**config.mk**
```make
export PLATFORM = sky130hd
export DESIGN_NAME = img_scan
export DESIGN_NICKNAME = d
export VERILOG_FILES = /design/src/rtl/img_scan.sv
export SDC_FILE = /design/constraint.sdc
export NUM_CORES = 1
export LEC_CHECK = 0
export BUFFER_PORTS_ARGS = -buffer_cell sky130_fd_sc_hd__buf_2
export CAP_MARGIN = 10
export CORE_UTILIZATION = 49
export DETAILED_ROUTE_END_ITERATION = 10
export HOLD_SLACK_MARGIN = 0.08
export PLACE_DENSITY_LB_ADDON = 0.12
export SYNTH_ARGS = -nofsm -noshare
export SYNTH_HDL_FRONTEND = slang
export SYNTH_SLANG_ARGS = --single-unit
```
**constraint.sdc**
```tcl
create_clock -name clk -period 2 [get_ports clk]
set_input_delay 0.1 -clock clk [delete_from_list [all_inputs] [get_ports clk]]
set_output_delay 0.1 -clock clk [all_outputs]
set_load 0.02 [all_outputs]
```
**src/rtl/img_scan.sv**
```systemverilog
`default_nettype none
// ============================================================================
// Module      : img_scan
// Description : Raster-order frame scanner: reads IMG_W x IMG_H bytes from the
//               image RAM and emits them as a marked valid/ready pixel stream.
// Revision    : 1.0 - initial release
// ============================================================================
module img_scan #(
    parameter int IMG_W  = 32,
    parameter int IMG_H  = 32,
    parameter int ADDR_W = 10
) (
    input  logic              clk,
    input  logic              reset_n,
    input  logic              start,
    input  logic              abort,
    output logic              busy,
    output logic              done,
    output logic              ram_read,
    output logic [ADDR_W-1:0] ram_addr,
    input  logic [7:0]        ram_data,
    output logic [7:0]        pix_data,
    output logic              pix_valid,
    input  logic              pix_ready,
    output logic              pix_sof,
    output logic              pix_eol,
    output logic              pix_eof
);

    localparam int XW = (IMG_W > 1) ? $clog2(IMG_W) : 1;
    localparam int YW = (IMG_H > 1) ? $clog2(IMG_H) : 1;
    localparam logic [XW-1:0] C_X_LAST = XW'(IMG_W - 1);
    localparam logic [YW-1:0] C_Y_LAST = YW'(IMG_H - 1);

    typedef enum logic [1:0] {
        ST_IDLE  = 2'd0,
        ST_SCAN  = 2'd1,
        ST_DRAIN = 2'd2
    } state_t;

    state_t            r_state;
    logic [XW-1:0]     r_x;
    logic [YW-1:0]     r_y;
    logic [ADDR_W-1:0] r_addr;

    logic w_fetch;
    logic w_x_last;
    logic w_y_last;

    // Output slot is free when empty or being accepted this cycle.
    assign w_fetch  = !pix_valid || pix_ready;
    assign w_x_last = (r_x == C_X_LAST);
    assign w_y_last = (r_y == C_Y_LAST);

    assign busy     = (r_state != ST_IDLE);
    assign ram_read = (r_state == ST_SCAN) && w_fetch;
    assign ram_addr = r_addr;

    always_ff @(posedge clk or negedge reset_n) begin
        if (!reset_n) begin
            r_state   <= ST_IDLE;
            r_x       <= '0;
            r_y       <= '0;
            r_addr    <= '0;
            pix_data  <= '0;
            pix_valid <= 1'b0;
            pix_sof   <= 1'b0;
            pix_eol   <= 1'b0;
            pix_eof   <= 1'b0;
            done      <= 1'b0;
        end else begin
            done <= 1'b0;
            if (abort) begin
                r_state   <= ST_IDLE;
                pix_valid <= 1'b0;
                pix_sof   <= 1'b0;
                pix_eol   <= 1'b0;
                pix_eof   <= 1'b0;
            end else begin
                case (r_state)
                    ST_IDLE: begin
                        if (start) begin
                            r_state <= ST_SCAN;
                            r_x     <= '0;
                            r_y     <= '0;
                            r_addr  <= '0;
                        end
                    end
                    ST_SCAN: begin
                        if (w_fetch) begin
                            pix_data  <= ram_data;
                            pix_valid <= 1'b1;
                            pix_sof   <= (r_x == '0) && (r_y == '0);
                            pix_eol   <= w_x_last;
                            pix_eof   <= w_x_last && w_y_last;
                            // Counters freeze on the last pixel so addr stays in range.
                            if (w_x_last && w_y_last) begin
                                r_state <= ST_DRAIN;
                            end else begin
                                r_addr <= r_addr + ADDR_W'(1);
                                if (w_x_last) begin
                                    r_x <= '0;
                                    r_y <= r_y + YW'(1);
                                end else begin
                                    r_x <= r_x + XW'(1);
                                end
                            end
                        end
                    end
                    ST_DRAIN: begin
                        if (pix_valid && pix_ready) begin
                            pix_valid <= 1'b0;
                            pix_sof   <= 1'b0;
                            pix_eol   <= 1'b0;
                            pix_eof   <= 1'b0;
                            done      <= 1'b1;
                            r_state   <= ST_IDLE;
                        end
                    end
                    default: r_state <= ST_IDLE;
                endcase
            end
        end
    end

endmodule
`default_nettype wire

```
==> impl_metrics.csv, run 1 <==
group,metric,value,unit
status,outcome,"finished, final reports clean",
power,p_leak,0.00117,µW
grt,grt_pass1_vias,1589,
drt,wire_per_inst,15.5,µm
synth,syn_nets,196,
run,drv_cap,0,
critical_path,r2r-end,"ram_addr[8]$_DFFE_PN0P_",
sta,relSlewSlack,47.7,%
critical_path,cp-start-kind,"flop",
die,dieArea,4020,µm²
synth,synthCells,176,
die,dieWidth,63.4,µm
cells_and_area,final_cell_area,2390,µm²
critical_path,r2r_cells,8,
cells_and_area,final_common_cell,"buf_2",
cts,htreeDepth,2,
die,fp.coreArea,3470,µm²
drt,wl_met1,1940,µm
cts,tritoncts,"done",
synth,synthFlopType,"dfrtp_1",
cts,clockBufferDepth,2,
sta,fin_crit,1.98,ns
die,ios,38,
synth,synth-simple-area-share,21.1,%
critical_path,critPathCapture,"ram_addr[8]$_DFFE_PN0P_",
drt,met2_length,2090,µm
critical_path,r2r_start,"r_y[1]$_DFFE_PN0P_",
drt,top_layer,"met4",
critical_path,critPathLaunch,"r_y[1]$_DFFE_PN0P_",
synth,synth_cell_type_count,43,
critical_path,worstPathArrival,2.20,ns
cells_and_area,drive_gt1_share,36.0,%
power,vdd_drop_max,657,µV
grt,grt_antenna_before_repair,0,
sta,drv_slew,0,
grt,grt_pass1_wl,7290,µm
synth,synth_seq_area_share,47.4,%
cells_and_area,register_area,876,µm²
min_path,min_path_type,"primary input to flop",
synth,syn_area,1850,µm²
synth,synthMuxAreaShare,6.10,%
synth,synth_edf_count,0,
critical_path,worstSetupPathType,"flop to flop",
placed_design,place.gp.congestion,0.855,
cells_and_area,syn_to_final_growth,29.6,%
sta,holdWs,0.0891,ns
cts,cts_sinks,35,
cts,cts_made_buffers,5,
synth,yosys_warnings,0,
cells_and_area,multi_input_area,938,µm²
grt,grt_usage,23.5,%
drt,drc_errors,0,
synth,synthArstFlopShare,100,%
cts,root_buffer,"clkbuf_8",
sta,max_freq,506,MHz
synth,syn_avg_cell_area,10.5,µm²
cells_and_area,n_antenna_cell,0,
critical_path,crit_fanout,3,
die,rows,21,
drt,drtPass1Iterations,4,
critical_path,reg2reg_slack,0.02,ns
sta,final.period_utilization,98.9,%
drt,wl_met3,290,µm
die,start_util,53.2,%
sta,fin_skew,0.0112,ns
synth,synth_seq_cells,35,
drt,ant_nets,0,
placed_design,post-dp-hpwl,2970,µm
drt,viasPerCell,5.77,
placed_design,port_buffers,37,
cells_and_area,nets,258,
sta,hold_violations,0,
cts,clkTransAtPathRegs,0.07,ns
cts,clk_latency,0.28,ns
drt,wl,4410,µm
synth,synth_top_family_by_area,"simple AND/OR/NAND/NOR gates",
synth,synth_xor_area_share,0,%
drt,num_vias,1645,
sta,setup_viol,0,
die,die_height,63.4,µm
grt,grt-ovfl-total,0,
synth,synth_compound_area_share,16.5,%
synth,synth_adder_area_share,4.74,%
critical_path,timing.critical_path.required,2.23,ns
drt,drtIter0Drc,77,
grt,grt_max_degree,36,
critical_path,cp-end-kind,"flop",
sta,max_slew.worst_pin.slew,0.785,ns
cells_and_area,nFillCells,279,
cells_and_area,layout_common_cells,"buf_2, dfrtp_1, buf_4",
power,p_per_area,811,nW/µm²
placed_design,placed_area,2120,µm²
metal layers:
metal | vias up | GRT usage [%]
li1 | 781 | -
met2 | 64 | 37.2
met5 | - | 0
met3 | 9 | 4.71
met1 | 791 | 31.3
met4 | 0 | 9.38
report_power, final:
group          total (µW)  switching, µW  internal, µW
Combinational         526            303           223
Clock                 484            240           244
Sequential            930            111           818
Total                1940            654          1290
worst min-delay path by stage:
stage | end | start | depth (start not counted) | slack, ns
final | r_state[0]$_DFFE_PN0P_ | start | 3 | 0.09
after global placement | r_y[2]$_DFFE_PN0P_ | reset_n | 1 | 0.21
after floorplan | done$_DFF_PN0_ | reset_n | 0 | -0.20
after detailed placement | r_y[3]$_DFFE_PN0P_ | reset_n | 1 | 0.23
after global routing | r_state[0]$_DFFE_PN0P_ | start | 3 | 0.09
after CTS | r_state[0]$_DFFE_PN0P_ | start | 3 | 0.08
area by class of cell:
class,instances,share of cell area (%)
Multi-Input combinational cell,125,39.2
Sequential cell,35,36.6
Timing Repair Buffer,65,17.5
Clock buffer,7,3.19
Tap cell,46,2.40
Inverter,6,0.941
Clock inverter,1,0.209
what timing repair did:
item,CTS,global route
endpoints found under the hold margin,43,0
setup endpoints to repair,0,14
buffers inserted,0,7
hold buffers,9,0
gates resized for setup,0,13
cells by family (layout without fill, tap and decap cells):
| family | count (synthesis) | after routing |
|---|---|---|
| simple gates | 70 | 70 |
| compound gates | 38 | 38 |
| flops | 35 | 35 |
| buf+inv | 16 | 79 |
| mux | 10 | 10 |
| fa+ha+maj | 7 | 7 |
state kept, by name, indices dropped and copies added, names as in the netlist:
name / cells
ram_addr: 10
pix_data: 8
r_x: 5
r_y: 5
r_state: 2
done: 1
pix_eof: 1
pix_eol: 1
pix_sof: 1
pix_valid: 1
critical path, stage by stage, from the launching register on:
cell,delay [ns]
dfrtp_1,0.40
ha_2,0.20
and3_4,0.17
ha_2,0.17
nand4b_1,0.12
buf_4,0.14
nand4_1,0.11
or4_4,0.53
nand3_2,0.07
Yosys cell counts (all sizes together), types with 6 or more instances:
cell	n	area (µm²)
dfrtp	35	876
o21ai	6	30.0
clkbuf	6	22.5
mux2	10	113
nor2	7	26.3
nand2	17	63.8
nand3	10	50.1
ha	7	87.6
and3	7	43.8
stage by stage:
stage / setup WS [ns] / utilization, % / cells / power (µW) / TNS [ns]
global placement: 0.0937 / 61.3 / 261 / 1410 / 0
CTS: 0.0117 / 66.2 / 278 / 1930 / 0
floorplan: 0.00715 / - / 176 / 1240 / 0
detailed placement: 0.0329 / 61.3 / 261 / 1430 / 0
finish: 0.0224 / 69.0 / 285 / 1940 / 0
global route: -0.0144 / 69.0 / 285 / 2040 / -0.0144
(Power assumes the default switching activity.)
==> run 2: changes to the inputs <==
--- a/config.mk
+++ b/config.mk
@@ -5,6 +5,7 @@
 export SDC_FILE = /design/constraint.sdc
 export NUM_CORES = 1
 export LEC_CHECK = 0
+export ABC_AREA = 1
 export BUFFER_PORTS_ARGS = -buffer_cell sky130_fd_sc_hd__buf_2
 export CAP_MARGIN = 10
 export CORE_UTILIZATION = 49
==> impl_metrics.csv, run 2 <==
group,metric,value,unit
drt,wl,3880,µm
critical_path,timing.critical_path.required,2.19,ns
grt,grt_usage,22.9,%
run,drv_cap,0,
synth,synth_top_cells_by_area,"dfrtp_1, nand2_1, nand3_1",
die,start_util,52.8,%
sta,setup_viol,0,
critical_path,r2r_start,"r_x[1]$_DFFE_PN0P_",
placed_design,placed_area,2080,µm²
synth,syn_nets,248,
cts,cts_made_buffers,5,
die,die_height,63.1,µm
power,p_int,1380,µW
cts,clk_latency,0.29,ns
cts,clockBufferDepth,2,
cells_and_area,final_cell_area,2280,µm²
critical_path,r2r_cells,10,
cts,htreeDepth,2,
synth,synthCells,228,
cts,tritoncts,"done",
critical_path,worstPathArrival,1.97,ns
drt,num_vias,1621,
cts,root_buffer,"clkbuf_8",
critical_path,cp-end-kind,"flop",
critical_path,slowest_delay,0.36,ns
sta,fin_crit,1.79,ns
synth,syn_area,1830,µm²
power,p_sw,770,µW
min_path,hold_depth,3,
cells_and_area,drive_gt1_share,22.6,%
cells_and_area,nets,302,
power,switching_share,35.8,%
status,outcome,"finished, final reports clean",
synth,synth_seq_area_share,47.8,%
cells_and_area,largest_reg_flops,10,
sta,max_slew.worst_pin.slew,0.773,ns
sta,final.period_utilization,89.4,%
synth,yosys_warnings,0,
critical_path,reg2reg_slack,0.21,ns
placed_design,preCtsSetupSlack,0.176,ns
grt,grt_pass1_vias,1616,
die,rows,21,
critical_path,worstPathCellList,"ha_1, nand2_1, nor2_1, ha_2, nand2_1, buf_4, a21oi_1, nor2_4, a21oi_1, nor2_1",
critical_path,cp-start-kind,"flop",
power,power_frac_seq,42.8,%
critical_path,r2r-end,"r_y[3]$_DFFE_PN0P_",
synth,yosysTopAreaCell,"dfrtp_1",
power,vdd_drop_max,513,µV
power,combPwrFrac,30.8,%
synth,syn_avg_cell_area,8.03,µm²
cts,clkTransAtPathRegs,0.07,ns
power,power,2150,µW
drt,drtIter0Drc,105,
die,ios,38,
sta,fin_ws,0.212,ns
drt,wire_per_inst,11.8,µm
cells_and_area,syn_to_final_growth,24.7,%
min_path,min_path_type,"primary input to flop",
drt,drtPass1Iterations,4,
grt,grt-ovfl-total,0,
cts,post_cts_buffers,0,
drt,ant_nets,0,
cells_and_area,final_common_cell,"nand2_1",
synth,synthFlopType,"dfrtp_1",
critical_path,worstSetupPathType,"flop to flop",
placed_design,post-dp-hpwl,2710,µm
sta,relSlewSlack,48.5,%
critical_path,crit_fanout,9,
cells_and_area,layout_common_cells,"nand2_1, buf_2, dfrtp_1",
synth,synth_seq_cells,35,
min_path,hp-start,"pix_ready",
die,fp.coreArea,3470,µm²
synth,synthTopCellsByCount,"nand2_1, dfrtp_1, inv_1, nand3_1, nor2_1",
sta,rsz0062_at_grt,"false",
sta,max_freq,559,MHz
die,dieArea,3980,µm²
placed_design,port_buffers,37,
grt,grt_pass1_wl,7080,µm
synth,synthArstFlopShare,100,%
synth,synth.most_common_cell,"nand2_1",
power,p_per_area,942,nW/µm²
power,p_leak,0.00122,µW
grt,grt_max_degree,36,
critical_path,slowest_stage,"dfrtp_1",
synth,synth_edf_count,0,
cells_and_area,nFillCells,326,
min_path,whs_endpoint,"done$_DFF_PN0_",
drt,drc_errors,0,
sta,drv_slew,0,
cts,cts_sinks,35,
sta,fin_skew,0.00775,ns
sta,hold_violations,0,
cells_and_area,n_antenna_cell,0,
die,dieWidth,63.1,µm
drt,viasPerCell,4.93,
grt,grt_antenna_before_repair,0,
sta,tns,0,ns
placed_design,place.gp.congestion,0.793,
synth,synth_cell_type_count,27,
synth,yosysTopAreaCellShare,47.8,%
power,clock_power_share,26.4,%
==> run 2: logic make-up after synthesis <==
kind of cell	after synthesis	share of synthesized area (%)
and+or+nand+nor	122	29.9
buffers and inverters	36	8.48
DFF	35	47.8
AOI/OAI and AO/OA	25	7.59
adders and majority gates	7	4.78
xor gates and xnor gates	3	1.44
==> run 2: through the flow <==
step                hold slack (ns)  utilization, %  std cells
CTS                           0.132            65.8        329
detailed placement            0.226            60.0        311
global placement              0.225            60.0        311
global route                  0.164            65.8        329
finish                        0.132            65.8        329
floorplan                    -0.196               -        228
==> run 2: worst max-delay path by stage <==
stage | from | to | slack (ns) | cells past startpoint
floorplan | r_x[0]$_DFFE_PN0P_ | ram_addr[8]$_DFFE_PN0P_ | 0.36 | 11
global placement | r_x[0]$_DFFE_PN0P_ | r_y[3]$_DFFE_PN0P_ | 0.24 | 11
detailed placement | r_x[0]$_DFFE_PN0P_ | r_y[3]$_DFFE_PN0P_ | 0.18 | 11
CTS | r_x[0]$_DFFE_PN0P_ | r_y[3]$_DFFE_PN0P_ | 0.16 | 11
global route | r_x[0]$_DFFE_PN0P_ | r_y[3]$_DFFE_PN0P_ | 0.01 | 10
finish | r_x[1]$_DFFE_PN0P_ | r_y[3]$_DFFE_PN0P_ | 0.21 | 10
==> run 2: routing by layer <==
metal,GRT usage (%),part of all wire (%),up-vias
met3,4.89,3.4,7
met4,8.72,1.6,0
met1,29.4,49,755
met2,37.6,46,31
li1,-,-,828
met5,0,0,-
==> run 2: cell type report <==
type                       count  area [µm²]  share of cell area, %
inverter                      32         120                   5.26
multi-input combinational    157         802                   35.1
timing repair buffer          51         328                   14.4
tap                           46        57.6                   2.52
clock buffer                   8         100                   4.38
sequential                    35         876                   38.4
==> run 2: what timing repair did <==
| action | in CTS | in global routing |
|---|---|---|
| hold buffers | 10 | 0 |
| gates resized for setup | 0 | 1 |
| hold endpoints to repair | 44 | 0 |
| endpoints found under the setup margin | 0 | 6 |
==> run 2: critical path: cells and delay by family, from the launching register on <==
| family | cells | cell delay, ns |
|---|---|---|
| buf+inv | 1 | 0.15 |
| flops | 1 | 0.36 |
| compound gates | 2 | 0.34 |
| simple gates | 5 | 0.42 |
| fa+ha+maj | 2 | 0.40 |
==> run 2: power by group through the flow <==
stage	clock network (µW)	registers, µW	logic (µW)
6_report	567	922	663
2_1_floorplan	0	1050	315
3_3_place_gp	0	931	643
4_1_cts	575	924	666
3_5_place_dp	0	934	649
5_1_grt	607	947	737
